`src/rtl/miner_pkg.sv`:
```
// miner_pkg: shared types and constants for the miner stream sequencer.
//   ctrl_state_t : sequencer states
//   err_t        : result status code carried in the second result word
//   IDX_*        : word position of each header field inside the input frame
//   status_word  : builds the second result word from found flag and error code
package miner_pkg;

  localparam int HDR_WORDS = 20;

  localparam logic [4:0] IDX_VER    = 5'd0;
  localparam logic [4:0] IDX_PREV   = 5'd1;
  localparam logic [4:0] IDX_MERKLE = 5'd9;
  localparam logic [4:0] IDX_TIME   = 5'd17;
  localparam logic [4:0] IDX_NBITS  = 5'd18;
  localparam logic [4:0] IDX_NONCE  = 5'd19;

  typedef enum logic [2:0] {
    LOAD  = 3'd0,
    DRAIN = 3'd1,
    START = 3'd2,
    MINE  = 3'd3,
    SEND0 = 3'd4,
    SEND1 = 3'd5
  } ctrl_state_t;

  typedef enum logic [1:0] {
    ERR_OK      = 2'd0,
    ERR_SHORT   = 2'd1,
    ERR_LONG    = 2'd2,
    ERR_TIMEOUT = 2'd3
  } err_t;

  function automatic logic [31:0] status_word(input logic found, input err_t err);
    return {found, err, 29'b0};
  endfunction

endpackage

```
`src/rtl/miner_hdr_regs.sv`:
```
// miner_hdr_regs: header register file written one 32-bit word at a time.
//   clk, reset          : clock, asynchronous active-high reset
//   we                  : write strobe (one accepted header beat)
//   word_cnt            : position of the beat inside the frame
//   data                : header word
//   blk_version .. blk_nonce : header fields presented to the miner core
// Registers keep their value between jobs; only a new beat overwrites them.
module miner_hdr_regs
  import miner_pkg::*;
(
  input  logic         clk,
  input  logic         reset,
  input  logic         we,
  input  logic [4:0]   word_cnt,
  input  logic [31:0]  data,
  output logic [31:0]  blk_version,
  output logic [255:0] prev_blk_header_hash,
  output logic [255:0] merkle_root_hash,
  output logic [31:0]  blk_time,
  output logic [31:0]  blk_nbits,
  output logic [31:0]  blk_nonce
);

  // Word k of a hash field lands in bits [32k+31:32k].
  logic [2:0] prev_idx;
  logic [2:0] merkle_idx;

  assign prev_idx   = 3'(word_cnt - IDX_PREV);
  assign merkle_idx = 3'(word_cnt - IDX_MERKLE);

  always_ff @(posedge clk or posedge reset) begin
    if (reset) begin
      blk_version          <= '0;
      prev_blk_header_hash <= '0;
      merkle_root_hash     <= '0;
      blk_time             <= '0;
      blk_nbits            <= '0;
      blk_nonce            <= '0;
    end else if (we) begin
      if (word_cnt == IDX_VER)
        blk_version <= data;
      else if (word_cnt < IDX_MERKLE)
        prev_blk_header_hash[{prev_idx, 5'd0} +: 32] <= data;
      else if (word_cnt < IDX_TIME)
        merkle_root_hash[{merkle_idx, 5'd0} +: 32] <= data;
      else if (word_cnt == IDX_TIME)
        blk_time <= data;
      else if (word_cnt == IDX_NBITS)
        blk_nbits <= data;
      else if (word_cnt == IDX_NONCE)
        blk_nonce <= data;
    end
  end

endmodule

```
`src/rtl/miner_stream_ctrl.sv`:
```
// miner_stream_ctrl: sequencer between the AXI4-Stream slave port and the miner core.
// Collects a 20-word header frame, pulses start, waits for bitcoin_done or the
// watchdog, then returns a 2-word result frame {nonce, status}.
//   clk, reset                       : clock, asynchronous active-high reset
//   s_tdata/s_tvalid/s_tlast/s_tready: header stream in
//   m_tdata/m_tvalid/m_tlast/m_tready: result stream out
//   blk_* , prev/merkle hashes       : header fields to the miner core
//   start                            : one-cycle job start pulse
//   bitcoin_done/found/nonce         : core completion, found/nonce qualified by done
//   busy                             : job in progress (first accepted word .. result sent)
//   fsm_state                        : current sequencer state, for observation
// Handshake: a beat moves on a rising edge where tvalid & tready are both high;
// m_tdata/m_tvalid/m_tlast are registered and held while m_tvalid & !m_tready.
module miner_stream_ctrl
  import miner_pkg::*;
#(
  parameter int                   DATA_W      = 32,
  parameter int                   TIMEOUT_W   = 32,
  parameter logic [TIMEOUT_W-1:0] TIMEOUT_MAX = 32'hFFFF_FFFF
) (
  input  logic              clk,
  input  logic              reset,
  input  logic [DATA_W-1:0] s_tdata,
  input  logic              s_tvalid,
  input  logic              s_tlast,
  output logic              s_tready,
  output logic [DATA_W-1:0] m_tdata,
  output logic              m_tvalid,
  output logic              m_tlast,
  input  logic              m_tready,
  output logic [31:0]       blk_version,
  output logic [255:0]      prev_blk_header_hash,
  output logic [255:0]      merkle_root_hash,
  output logic [31:0]       blk_time,
  output logic [31:0]       blk_nbits,
  output logic [31:0]       blk_nonce,
  output logic              start,
  input  logic              bitcoin_done,
  input  logic              bitcoin_found,
  input  logic [31:0]       bitcoin_nonce,
  output logic              busy,
  output logic [2:0]        fsm_state
);

  localparam logic [4:0] LAST_IDX = 5'(HDR_WORDS - 1);

  ctrl_state_t          state_q;
  logic [4:0]           word_cnt;
  logic                 ready_en;   // holds s_tready low for the first cycle out of reset
  logic [TIMEOUT_W-1:0] wdog;
  logic                 found_q;
  err_t                 err_q;
  logic                 s_fire;
  logic                 hdr_we;

  assign s_tready  = ready_en && ((state_q == LOAD) || (state_q == DRAIN));
  assign s_fire    = s_tvalid && s_tready;
  assign hdr_we    = s_fire && (state_q == LOAD);
  assign start     = (state_q == START);
  assign busy      = (state_q != LOAD) || (word_cnt != 5'd0);
  assign fsm_state = state_q;

  miner_hdr_regs u_hdr_regs (
    .clk                  (clk),
    .reset                (reset),
    .we                   (hdr_we),
    .word_cnt             (word_cnt),
    .data                 (s_tdata[31:0]),
    .blk_version          (blk_version),
    .prev_blk_header_hash (prev_blk_header_hash),
    .merkle_root_hash     (merkle_root_hash),
    .blk_time             (blk_time),
    .blk_nbits            (blk_nbits),
    .blk_nonce            (blk_nonce)
  );

  always_ff @(posedge clk or posedge reset) begin
    if (reset) begin
      state_q  <= LOAD;
      word_cnt <= '0;
      ready_en <= 1'b0;
      wdog     <= '0;
      found_q  <= 1'b0;
      err_q    <= ERR_OK;
      m_tdata  <= '0;
      m_tvalid <= 1'b0;
      m_tlast  <= 1'b0;
    end else begin
      ready_en <= 1'b1;
      case (state_q)
        LOAD: begin
          if (s_fire) begin
            if (word_cnt == LAST_IDX) begin
              if (s_tlast) begin
                state_q <= START;
              end else begin
                err_q   <= ERR_LONG;
                state_q <= DRAIN;
              end
            end else if (s_tlast) begin
              // Short frame: nothing to mine, report straight away.
              err_q    <= ERR_SHORT;
              m_tdata  <= '0;
              m_tvalid <= 1'b1;
              m_tlast  <= 1'b0;
              state_q  <= SEND0;
            end else begin
              word_cnt <= word_cnt + 5'd1;
            end
          end
        end
        DRAIN: begin
          if (s_fire && s_tlast) begin
            m_tdata  <= '0;
            m_tvalid <= 1'b1;
            m_tlast  <= 1'b0;
            state_q  <= SEND0;
          end
        end
        START: begin
          wdog    <= '0;
          state_q <= MINE;
        end
        MINE: begin
          // done is checked first so it wins over a coincident timeout.
          if (bitcoin_done) begin
            found_q  <= bitcoin_found;
            m_tdata  <= bitcoin_nonce;
            m_tvalid <= 1'b1;
            m_tlast  <= 1'b0;
            state_q  <= SEND0;
          end else if (wdog == TIMEOUT_MAX) begin
            err_q    <= ERR_TIMEOUT;
            m_tdata  <= '0;
            m_tvalid <= 1'b1;
            m_tlast  <= 1'b0;
            state_q  <= SEND0;
          end else begin
            wdog <= wdog + 1'b1;
          end
        end
        SEND0: begin
          if (m_tready) begin
            m_tdata <= status_word(found_q, err_q);
            m_tlast <= 1'b1;
            state_q <= SEND1;
          end
        end
        SEND1: begin
          if (m_tready) begin
            m_tdata  <= '0;
            m_tvalid <= 1'b0;
            m_tlast  <= 1'b0;
            found_q  <= 1'b0;
            err_q    <= ERR_OK;
            word_cnt <= '0;
            state_q  <= LOAD;
          end
        end
        default: state_q <= LOAD;
      endcase
    end
  end

endmodule

```
`config.mk`:
```
export PLATFORM = sky130hd
export DESIGN_NAME = miner_stream_ctrl
export DESIGN_NICKNAME = d
export VERILOG_FILES = /design/src/rtl/miner_pkg.sv /design/src/rtl/miner_hdr_regs.sv /design/src/rtl/miner_stream_ctrl.sv
export SDC_FILE = /design/constraint.sdc
export NUM_CORES = 1
export LEC_CHECK = 0
export ABC_AREA = 0
export CAP_MARGIN = 15
export CORE_UTILIZATION = 25
export CTS_CLUSTER_DIAMETER = 200
export DETAILED_ROUTE_END_ITERATION = 16
export PLACE_DENSITY_LB_ADDON = 0.25
export SYNTH_ARGS = -nofsm -noshare
export SYNTH_HDL_FRONTEND = slang
export SYNTH_SLANG_ARGS = --single-unit
```
`constraint.sdc`:
```
create_clock -name clk -period 23.3 [get_ports clk]
set_clock_uncertainty 0.15 [all_clocks]
set_input_delay 4.66 -clock clk [delete_from_list [all_inputs] [get_ports clk]]
set_output_delay 4.66 -clock clk [all_outputs]
set_load 0.01 [all_outputs]
```
==> results.py <==
metrics = {
    "status": {
        "status": "completed",
    },
    "synthesis": {
        "yosysSeqAreaShare": 0.6308,
        "ys_types": 57,
        "synth_flop_cell": "dfrtp_1",
        "synth_seq_cells": 718,
        "yosys_warnings": 0,
        "synthArstFlopShare": 1.000,
        "synth_nets": 2004,
        "synth.cell_area_um2": 28480,
        "syn_avg_cell_area_um2": 14.78,
        "synth-edff-count": 0,
        "syn_inst": 1927,
    },
    "detailed_routing": {
        "drcViolationCount": 0,
        "wire_per_inst_um": 25.28,
        "drt_iter0_markers": 750,
        "drtAntennaViolNets": 0,
        "viasPerCell": 4.557,
        "dr_total_vias": 19300,
        "drt_wl_total_mm": 107.1,
        "dr.pass1.iters": 4,
    },
    "global_route": {
        "grt_use_met3": 0.05690,
        "grt_overflow": 0,
        "busiest_layer": "met2",
        "antenna_found_initial": 9,
        "grt_pass1_vias": 20890,
        "grt_use_total": 0.1826,
        "use_met2": 0.3188,
        "grt_start_max_net_pins": 82,
        "grt_pass1_wl_mm": 153.5,
        "use_met1": 0.2149,
    },
    "pwr": {
        "ir_drop_v": 0.00005424,
        "pwr_density_cell_nw_per_um2": 87.46,
        "cellLeakagePower_nw": 18.69,
    },
    "die": {
        "die_width_um": 339.6,
        "core_area_um2": 112700,
        "die_area_um2": 115300,
        "ios": 751,
        "start_util": 0.2529,
        "fp-row-count": 123,
        "die-height_um": 339.6,
    },
    "layout": {
        "final_nets": 2744,
        "drive_gt1_frac": 0.3080,
        "layout_common_cells": "clkdlybuf4s50_1 (750), dfrtp_1 (718), mux2_2 (639)",
        "fill_cells": 10910,
        "regArea_um2": 17970,
        "multi_input_area_um2": 10010,
        "syn_to_final_growth_pct": 42.24,
        "final_common_cell": "clkdlybuf4s50_1",
    },
    "worst_setup_path": {
        "crit_chain": "clkdlybuf4s50_1, clkinvlp_4, buf_4, buf_4, buf_4, buf_4",
        "start_kind": "input port",
        "worst_setup_path_end_kind": "asynchronous set/reset pin",
        "worst_path_most_repeated_cell": "buf_4",
        "cp_max_fo": 81,
        "critical_path_class": "in -> async",
        "max_stage_delay_ps": 900,
        "required_ps": 23750,
        "regToRegSetupSlack_ps": 18720,
        "crit_slowest_cell": "buf_4",
        "arrival_ps": 9160,
    },
    "place": {
        "preCtsSetupSlack_ps": 13670,
        "port_buffers": 750,
        "dpl.hpwl_mm": 75.52,
        "gp_congestion": 0.8654,
    },
    "timing": {
        "rsz0062_at_grt": "no",
        "slew_violations": 0,
        "hold_viol": 0,
        "max_freq_mhz": 114.8,
        "setup_viol": 0,
        "finalCritPeriodShare": 0.3737,
        "slew_headroom": 0.2716,
        "timing.final.ws_setup_ps": 14590,
        "fin_tns_setup_ps": 0,
        "worst_pin_slew_ps": 1093,
        "fin_crit_ps": 8708,
    },
    "flow_run": {
        "max_cap_viol_count": 0,
    },
    "clock_tree": {
        "insertion_delay_ps": 640,
        "cts_resized": 0,
        "cts_tree": "built",
        "h-tree-depth": 3,
        "clk_pin_slew_worst_paths_ps": 60,
        "cts.path.max_buffers": 3,
        "cts-root-buf": "clkbuf_16",
        "post_cts_buffers": 0,
        "cts_inserted_buffers": 85,
        "cts_hold_repair.buffers": 0,
        "cts_sinks": 718,
    },
    "hold_path": {
        "hold_class": "reg -> reg",
    },
}
[worst max-delay path, delay by kind of cell]
family / cells / cell delay, ps
buf+inv: 6 / 4250
[kinds of logic (layout without fill, tap and decap cells)]
kind of cell	after synthesis	in the layout	synth area share
muxes	649	649	0.2564
xor gates and xnor gates	6	6	0.001845
buffers and inverters	146	953	0.02082
and+or+nand+nor	284	284	0.05851
adders and majority gates	6	6	0.002635
DFF	718	718	0.6308
AOI/OAI and AO/OA	117	117	0.02886
other	1	2	0.0001316
[power breakdown]
| part | total, mW | switching (mW) | leakage [nW] | internal (mW) |
|---|---|---|---|---|
| registers | 1.44 | 0.0774 | 9.90 | 1.36 |
| clock network | 1.32 | 0.543 | 1.38 | 0.778 |
| logic | 0.783 | 0.422 | 7.41 | 0.361 |
| total | 3.54 | 1.04 | 18.7 | 2.50 |
[metrics by stage]
| stage | utilization | instances | cell area [µm²] | hold WS, ps | power [mW] |
|---|---|---|---|---|---|
| 2_1_floorplan | - | 1927 | 28490 | 310.9 | 1.816 |
| 3_5_place_dp | 0.3345 | 4079 | 37680 | 329.7 | 2.262 |
| 5_1_grt | 0.3596 | 4234 | 40510 | 351.1 | 3.710 |
| 3_3_place_gp | 0.3345 | 4079 | 37680 | 324.5 | 2.239 |
| 4_1_cts | 0.3595 | 4233 | 40500 | 343.2 | 3.607 |
| 6_report | 0.3597 | 4235 | 40520 | 335.1 | 3.544 |
[state kept, by name, summed over array words and instances (netlist names), 5 cells and up]
| register | count |
|---|---|
| wdog | 32 |
| u_hdr_regs.merkle_root_hash | 256 |
| m_tdata | 32 |
| word_cnt | 5 |
| u_hdr_regs.blk_nbits | 32 |
| u_hdr_regs.blk_version | 32 |
| u_hdr_regs.blk_nonce | 32 |
| u_hdr_regs.blk_time | 32 |
| u_hdr_regs.prev_blk_header_hash | 256 |
[path summary, 6_finish.rpt]
check	from	endpoint	cells after the start
worst min-delay path	u_hdr_regs.prev_blk_header_hash[101]	u_hdr_regs.prev_blk_header_hash[101]	1
worst max-delay path	reset	u_hdr_regs.merkle_root_hash[234]	6
worst max register to register	word_cnt[0]	u_hdr_regs.prev_blk_header_hash[205]	9
worst min register to register	u_hdr_regs.prev_blk_header_hash[101]	u_hdr_regs.prev_blk_header_hash[101]	1
max in group clk	word_cnt[0]	busy	6
min in group asynchronous	reset	m_tdata[1]	2
[synth_stat cells, types with 2 or more instances]
master    instances  area share
buf_1            68      0.0090
a31o_2            2     0.00062
nor3_1           11      0.0019
buf_2            24      0.0042
and3b_1           2     0.00062
nor2_1           26      0.0034
nand4_1          21      0.0046
o31ai_1          11      0.0029
clkbuf_1         40      0.0053
nor4b_1           2     0.00062
inv_1            12      0.0016
xnor2_1           3     0.00092
and4_1            4      0.0012
nand3b_1          2     0.00053
a211oi_1          2     0.00053
dfrtp_1         718        0.63
o221ai_1          2     0.00062
nand2_1          35      0.0046
and2_1          104       0.023
nand4b_1          2     0.00062
mux2_2          639        0.25
and3_1            6      0.0013
or4_1            12      0.0032
nand3_1          15      0.0026
a21oi_1          29      0.0051
o21ai_0          23      0.0040
ha_1              6      0.0026
xor2_1            3     0.00092
nor4_1            5      0.0011
nor2b_1           3     0.00066
a22o_1           34       0.010
nand2b_1         10      0.0022
mux2i_1           3      0.0011
buf_6             2     0.00079
mux2_1            7      0.0028
o41ai_1           2     0.00062
or3_1            17      0.0037
[layer usage]
layer / part of all wire / up-vias / wire, µm
li1: - / 8320 / -
met1: 0.40 / 10210 / 42660
met2: 0.51 / 639 / 54070
met3: 0.072 / 134 / 7693
met4: 0.025 / 0 / 2630
met5: 0 / - / 0
[area by class of cell]
cell class | count | area share
Antenna cell | 1 | 0.00006176
Clock inverter | 28 | 0.007134
Tap cell | 1500 | 0.04632
Inverter | 12 | 0.001204
Timing Repair Buffer | 787 | 0.1923
Sequential cell | 718 | 0.4435
Multi-Input combinational cell | 1063 | 0.2470
Clock buffer | 126 | 0.06247
Power figures use the tool's default switching activity.
